<file path="config.mk">
export PLATFORM = sky130hd
export DESIGN_NAME = uart_rx
export DESIGN_NICKNAME = d
export VERILOG_FILES = /design/src/rtl/uart_rx.sv
export SDC_FILE = /design/constraint.sdc
export NUM_CORES = 1
export LEC_CHECK = 0
export CORE_MARGIN = 1.5
export CORE_UTILIZATION = 39
export DETAILED_ROUTE_END_ITERATION = 8
export PLACE_DENSITY = 0.63
export SYNTH_ARGS = -nofsm -noshare
export SYNTH_HDL_FRONTEND = slang
export SYNTH_SLANG_ARGS = --single-unit
</file>
<file path="constraint.sdc">
create_clock -name clk_i -period 1.6 [get_ports clk_i]
set_input_delay 0.32 -clock clk_i [delete_from_list [all_inputs] [get_ports clk_i]]
set_output_delay 0.32 -clock clk_i [all_outputs]
set_load 0.03 [all_outputs]
</file>
<file path="src/rtl/uart_rx.sv">
`default_nettype none
// ----------------------------------------------------------------------------
// uart_rx : 16x-oversampled UART receiver, DBIT data bits LSB first, 1 stop bit
// Revision: 1.0
// ----------------------------------------------------------------------------
module uart_rx #(
  parameter int DBIT    = 8,
  parameter int SB_TICK = 16
) (
  input  logic       clk_i,
  input  logic       rst_ni,
  input  logic       s_tick_i,
  input  logic       rx_i,
  output logic [7:0] dout_o,
  output logic       rx_done_tick_o,
  output logic       frame_err_o,
  output logic       busy_o
);

  typedef enum logic [1:0] {
    IDLE  = 2'd0,
    START = 2'd1,
    DATA  = 2'd2,
    STOP  = 2'd3
  } state_t;

  state_t     state_q, state_d;
  logic [3:0] s_q, s_d;
  logic [2:0] n_q, n_d;
  logic [7:0] shift_q, shift_d;
  logic [7:0] dout_q, dout_d;
  logic       done_q, done_d;
  logic       ferr_q, ferr_d;
  logic       busy_q, busy_d;
  logic       armed_q, armed_d;
  logic       rx_meta_q, rx_s_q;

  always_ff @(posedge clk_i or negedge rst_ni) begin
    if (!rst_ni) begin
      rx_meta_q <= 1'b1;
      rx_s_q    <= 1'b1;
      state_q   <= IDLE;
      s_q       <= 4'd0;
      n_q       <= 3'd0;
      shift_q   <= 8'd0;
      dout_q    <= 8'd0;
      done_q    <= 1'b0;
      ferr_q    <= 1'b0;
      busy_q    <= 1'b0;
      armed_q   <= 1'b0;
    end else begin
      rx_meta_q <= rx_i;
      rx_s_q    <= rx_meta_q;
      state_q   <= state_d;
      s_q       <= s_d;
      n_q       <= n_d;
      shift_q   <= shift_d;
      dout_q    <= dout_d;
      done_q    <= done_d;
      ferr_q    <= ferr_d;
      busy_q    <= busy_d;
      armed_q   <= armed_d;
    end
  end

  // armed_q records a high line since the last stop sample, so a held-low
  // break cannot retrigger a new frame on its own.
  always_comb begin
    state_d = state_q;
    s_d     = s_q;
    n_d     = n_q;
    shift_d = shift_q;
    dout_d  = dout_q;
    ferr_d  = ferr_q;
    done_d  = 1'b0;
    armed_d = armed_q;
    unique case (state_q)
      IDLE: begin
        if (rx_s_q) begin
          armed_d = 1'b1;
        end else if (armed_q) begin
          state_d = START;
          s_d     = 4'd0;
        end
      end
      START: begin
        if (s_tick_i) begin
          if (s_q == 4'd7) begin
            if (!rx_s_q) begin
              state_d = DATA;
              s_d     = 4'd0;
              n_d     = 3'd0;
            end else begin
              state_d = IDLE;
            end
          end else begin
            s_d = s_q + 4'd1;
          end
        end
      end
      DATA: begin
        if (s_tick_i) begin
          if (s_q == 4'd15) begin
            shift_d = {rx_s_q, shift_q[7:1]};
            s_d     = 4'd0;
            if (n_q == 3'(DBIT - 1)) begin
              state_d = STOP;
            end else begin
              n_d = n_q + 3'd1;
            end
          end else begin
            s_d = s_q + 4'd1;
          end
        end
      end
      STOP: begin
        if (s_tick_i) begin
          if (s_q == 4'(SB_TICK - 1)) begin
            state_d = IDLE;
            dout_d  = shift_q >> (8 - DBIT);
            ferr_d  = ~rx_s_q;
            done_d  = 1'b1;
            armed_d = rx_s_q;
          end else begin
            s_d = s_q + 4'd1;
          end
        end
      end
      default: state_d = IDLE;
    endcase
    busy_d = (state_d != IDLE);
  end

  assign dout_o         = dout_q;
  assign rx_done_tick_o = done_q;
  assign frame_err_o    = ferr_q;
  assign busy_o         = busy_q;

endmodule
`default_nettype wire

</file>
==> results of run 1 <==
[stage by stage]
step                      utilization, %  std cells  hold slack, ns
after floorplan                        -        136         0.02441
after global placement             48.21        207          0.3472
after detailed placement           48.21        207          0.3525
after CTS                          50.65        215          0.3614
after global routing               51.14        215          0.3626
final                              51.14        215          0.3578
[state kept, by name (all words and copies together), names as in the netlist]
register and count:
state_q 2, rx_done_tick_o 1, rx_meta_q 1, rx_s_q 1, busy_o 1, dout_o 8
frame_err_o 1, shift_q 8, n_q 3, armed_q 1, s_q 4
[path summary, 6_finish.rpt]
path,to,slack (ns),depth (start not counted)
setup / recovery,s_q[1]$_DFFE_PN0P_,-0.009,5
hold / removal,rx_s_q$_DFF_PN1_,0.36,0
setup reg to reg,s_q[1]$_DFFE_PN0P_,-0.009,4
hold reg to reg,rx_s_q$_DFF_PN1_,0.36,0
max in group asynchronous,rx_meta_q$_DFF_PN1_,0.85,2
min in group asynchronous,dout_o[5]$_DFFE_PN0P_,0.43,2
[power breakdown]
part	internal, mW	switching (mW)
logic	0.496	0.486
clock network	0.392	0.258
registers	0.903	0.127
total	1.79	0.871
[final cells by class]
cell class              count  area [µm²]  area share (%)
well taps                  48       60.06           3.232
flip-flops and latches     31       778.2           41.89
repair buffers             30       262.8           14.14
clock buffers               8       100.1           5.387
multi-input cells          94       640.6           34.48
inverters                   4       16.27          0.8754
[kinds of logic (layout without fill, tap and decap cells)]
group                      count (synthesis)  after routing
buffers and inverters                     11             42
DFF                                       31             31
muxes                                     12             12
and+or+nand+nor                           55             55
adders and majority gates                  3              3
AOI/OAI and AO/OA                         24             24
[synth_stat cells (2+ instances only)]
master,number,area [µm²]
nor2b_1,3,18.77
ha_1,3,37.54
buf_6,5,56.30
nor2_1,5,18.77
and3_1,3,18.77
mux2_2,11,123.9
and3b_1,2,17.52
a21oi_1,5,25.02
a22o_2,2,20.02
nand3_1,3,15.01
dfstp_2,2,52.55
and2_0,2,12.51
dfrtp_1,29,725.7
nand2_1,30,112.6
o21ai_0,4,20.02
inv_1,3,11.26
[worst reg2reg max path: cells and delay by family (launching register included)]
family | cells | cell delay, ns
compound gates | 1 | 0.40
simple gates | 2 | 0.22
mux | 1 | 0.29
flops | 1 | 0.58
[layer usage]
metal	track usage (%)	vias to the layer above	wire [µm]	share of wire, %
li1	-	534	-	-
met1	18.49	522	1213	46
met2	24.74	23	1312	49
met3	4.688	2	110	4.1
met4	4.787	0	17	0.64
met5	0	-	0	0
[timing repair]
item                                    4_1_cts  5_1_grt
resized for setup                            11        5
endpoints found under the setup margin       12       15
pin swaps                                     1        0
==> results.py, run 1 <==
metrics = {
    "critical_path": {
        "cp_num_buf_inv": 1,
        "path_class": "in2reg",
        "path_cells": "clkdlybuf4s50_1, and2_0, a311o_2, nand2_2, mux2_4",
        "r2r_start": "rx_s_q$_DFF_PN1_",
        "endpoint_kind": "register",
        "crit_path_max_incr_delay_ns": 0.47,
        "path_delay_family": "buffers and inverters",
        "start_kind": "input pin",
        "cp-startpoint": "s_tick_i",
        "cp_slowest_cell": "clkdlybuf4s50_1",
        "path_max_fanout": 7,
        "crit_required_ns": 1.76,
        "crit_arrival_ns": 1.77,
    },
    "route": {
        "route.detailed.drc": 0,
        "drt_iter0_drc": 24,
        "drt-wirelength-per-cell_um": 12.34,
        "drt-total-wl_um": 2653,
        "vias": 1081,
        "antenna_left": 0,
        "vias_per_cell": 5.028,
        "dr.pass1.iters": 4,
    },
    "global_route": {
        "grt_pass1_vias": 1084,
        "overflow": 0,
        "grt_max_degree": 32,
        "grt_usage_pct": 14.89,
        "grt_pass1_wl_um": 4823,
        "antenna_found_initial": 0,
    },
    "status": {
        "outcome": "complete, but fails checks",
        "violations": "setup timing",
    },
    "sta": {
        "slew_headroom_pct": 74.65,
        "fin_crit_sh_pct": 100.5,
        "fmax_mhz": 621.7,
        "finalCriticalPeriod_ns": 1.609,
        "tightest_slew_ns": 0.3802,
        "finalClockSkew_ns": 0.003108,
        "rsz0062_at_grt": "true",
        "drv_slew": 0,
        "finalSetupViolations": 1,
        "hold_viol": 0,
        "setup_ws_ns": -0.008513,
        "setup_tns_ns": -0.008513,
    },
    "cells_and_area": {
        "final_nets": 173,
        "drive_above_1_share_pct": 28.74,
        "fill_cells": 358,
        "final_common_cell": "nand2_1",
        "design_area_um2": 1858,
        "areaGrowthSynthToFinish_pct": 25.95,
        "antenna_cells": 0,
        "layout_common_cells": "30 x nand2_1, 29 x dfrtp_1, 15 x buf_4, 11 x mux2_2, 10 x dlygate4sd2_1",
    },
    "worst_hold_path": {
        "hold_path_class": "reg2reg",
        "min_from": "rx_meta_q$_DFF_PN1_",
    },
    "floorplan": {
        "dieArea_um2": 4160,
        "initial_core_util_pct": 40.60,
        "rows": 22,
        "fp.coreArea_um2": 3633,
        "die_x_um": 64.50,
        "ios": 15,
        "die_h_um": 64.50,
    },
    "clock_network": {
        "cts_tree": "built",
        "cts_hold_buf": 0,
        "cts.path.max_buffers": 2,
        "cts_buffers": 5,
        "cts_root_buf": "clkbuf_8",
        "htreeDepth": 2,
        "cts.sinks": 31,
        "cts_setup_buffers": 0,
        "clk_latency_ns": 0.27,
        "clk_pin_slew_ns": 0.06,
    },
    "power": {
        "power-per-cell-area_nw_per_um2": 1432,
        "power_mw": 2.661,
        "ir_worst_vdd_uv": 631.1,
        "p_leak_nw": 0.9574,
    },
    "yosys": {
        "synth_edf_count": 0,
        "synth-simple-area-share_pct": 17.98,
        "ys_ff_latch": 31,
        "yosys_warnings": 0,
        "syn_area_um2": 1475,
        "synth-xor-area-share_pct": 0,
        "syn_nets": 143,
        "synthMuxAreaShare_pct": 9.415,
        "synthAdderAreaFrac_pct": 2.545,
        "async_reset_ff_share_pct": 100.0,
        "yosys.cell_types.count": 40,
        "synth_top_family_by_area": "simple AND/OR/NAND/NOR gates",
        "synthCells": 136,
        "seq_area_frac_synth_pct": 52.76,
        "avgSynthCellArea_um2": 10.85,
        "synthFlopType": "dfrtp_1",
        "synth_compound_area_share_pct": 11.62,
    },
    "placement": {
        "placed_area_um2": 1752,
        "port_buffers": 14,
        "post-place-ws_ns": -0.2864,
        "dp_hpwl_um": 1953,
        "gp_congestion": 0.8472,
    },
    "job": {
        "max_cap_viol_count": 0,
    },
}
(Power assumes the default switching activity.)
==> inputs of run 2 (changes only) <==
CORE_MARGIN = 2   (was 1.5)
PLACE_DENSITY = default   (was 0.63)
==> results.py, run 2 (synthesis results as in run 1) <==
metrics = {
    "status": {
        "outcome": "finished, final reports clean",
    },
    "sta": {
        "slew_headroom_pct": 73.87,
        "hold_slack_ns": 0.3580,
        "finalClockSkew_ns": 0.007552,
        "finalCriticalPeriod_ns": 1.571,
        "fmax_mhz": 636.6,
        "rsz0062_at_grt": "true",
        "tightest_slew_ns": 0.3919,
        "setup_tns_ns": 0,
        "finalSetupViolations": 0,
        "fin_crit_sh_pct": 98.17,
        "hold_viol": 0,
        "setup_ws_ns": 0.02923,
        "drv_slew": 0,
    },
    "power": {
        "clock_power_share_pct": 21.7,
        "p_leak_nw": 0.9710,
        "internal_power_mw": 1.744,
        "power_switching_share_pct": 34.38,
        "power-per-cell-area_nw_per_um2": 1407,
        "power_mw": 2.658,
        "ir_worst_vdd_uv": 745.1,
        "p_switching_uw": 913.8,
        "p_comb_share_pct": 39.5,
        "pwr-share-seq_pct": 38.8,
    },
    "job": {
        "max_cap_viol_count": 0,
    },
    "global_route": {
        "grt_pass1_vias": 1086,
        "antenna_found_initial": 0,
        "overflow": 0,
        "grt_usage_pct": 15.71,
        "grt_pass1_wl_um": 5009,
        "grt_max_degree": 32,
    },
    "critical_path": {
        "crit_path_max_incr_delay_ns": 0.57,
        "path_max_fanout": 5,
        "cp_slowest_cell": "dfstp_2",
        "endpoint_kind": "register",
        "path_delay_family": "flip-flops",
        "crit_required_ns": 1.76,
        "cp_num_buf_inv": 0,
        "start_kind": "register",
        "path_cells": "nand4b_1, a311o_2, nand2_2, mux2_4",
        "crit_arrival_ns": 1.73,
        "path_class": "reg2reg",
        "r2r_start": "rx_s_q$_DFF_PN1_",
        "cp-startpoint": "rx_s_q$_DFF_PN1_",
    },
    "cells_and_area": {
        "stdcell_count": 220,
        "final_common_cell": "nand2_1",
        "drive_above_1_share_pct": 30.23,
        "antenna_cells": 0,
        "design_area_um2": 1889,
        "final_nets": 178,
        "areaGrowthSynthToFinish_pct": 28.07,
        "layout_common_cells": "30 x nand2_1, 29 x dfrtp_1, 19 x buf_4, 11 x mux2_2, 10 x dlygate4sd2_1",
        "final_util_pct": 51.61,
    },
    "clock_network": {
        "clk_latency_ns": 0.28,
        "cts_buffers": 5,
        "cts_root_buf": "clkbuf_8",
        "cts.sinks": 31,
        "htreeDepth": 2,
        "cts_tree": "built",
        "cts_hold_buf": 0,
        "clk_pin_slew_ns": 0.06,
        "cts.path.max_buffers": 2,
    },
    "placement": {
        "dp_cells": 207,
        "port_buffers": 14,
        "dp_hpwl_um": 2095,
        "gp_congestion": 0.9098,
        "placed_area_um2": 1752,
        "post-place-ws_ns": -0.2892,
    },
    "route": {
        "route.detailed.drc": 0,
        "drt_iter0_drc": 60,
        "dr.pass1.iters": 4,
        "vias": 1115,
        "drt-wirelength-per-cell_um": 13.53,
        "drt-total-wl_um": 2977,
        "antenna_left": 0,
        "vias_per_cell": 5.068,
    },
    "floorplan": {
        "die_x_um": 65.50,
        "fp.coreArea_um2": 3661,
        "ios": 15,
        "rows": 22,
        "initial_core_util_pct": 40.29,
        "die_h_um": 65.50,
        "dieArea_um2": 4290,
    },
    "worst_hold_path": {
        "hold_path_class": "reg2reg",
        "min_from": "rx_meta_q$_DFF_PN1_",
    },
}
[run 2: changes by cell type in the layout (fill, tap and decap cells not counted), sizes merged]
| cell | change |
|---|---|
| clkdlybuf4s50 | -1 |
| buf | +4 |
| dlymetal6s2s | +1 |
| clkbuf | -1 |
| clkinvlp | +2 |
[run 2: path summary, 6_finish.rpt]
check / endpoint / slack, ns / cells after the start
worst max-delay path: s_q[1]$_DFFE_PN0P_ / 0.03 / 4
worst min-delay path: rx_s_q$_DFF_PN1_ / 0.36 / 0
worst max register to register: s_q[1]$_DFFE_PN0P_ / 0.03 / 4
worst min register to register: rx_s_q$_DFF_PN1_ / 0.36 / 0
max in group asynchronous: rx_meta_q$_DFF_PN1_ / 0.85 / 2
min in group asynchronous: busy_o$_DFF_PN0_ / 0.43 / 2
[run 2: area by class of cell]
cell class	instances	area [µm²]
clock buffers	7	76.32
clock inverters	1	5.005
fillers	342	1772
inverters	4	18.77
multi-input cells	94	648.1
flip-flops and latches	31	778.2
well taps	48	60.06
repair buffers	34	295.3
repair inverters	1	7.507
[run 2: timing repair]
item                                    CTS  global route
pin swaps                                 1             0
gates resized for setup                  11             7
endpoints found under the setup margin   13            14
setup buffers                             2             2
hold endpoints to repair                  0             0
cloned                                    0             1
[run 2: metal layers]
| layer | global-route usage [%] | routed length, µm | part of all wire (%) |
|---|---|---|---|
| met1 | 19.20 | 1307 | 44 |
| met2 | 25.38 | 1496 | 50 |
| met3 | 4.623 | 112 | 3.8 |
| met4 | 7.552 | 61 | 2.0 |
| met5 | 0 | 0 | 0 |
[run 2: power by group through the flow]
stage          logic (mW)  clock network [mW]  registers [mW]
4_1_cts              1.01               0.592            1.03
3_5_place_dp        0.993                   0            1.04
5_1_grt              1.16               0.627            1.05
2_1_floorplan       0.741                   0            1.03
6_report             1.05               0.577            1.03
3_3_place_gp        0.966                   0            1.04
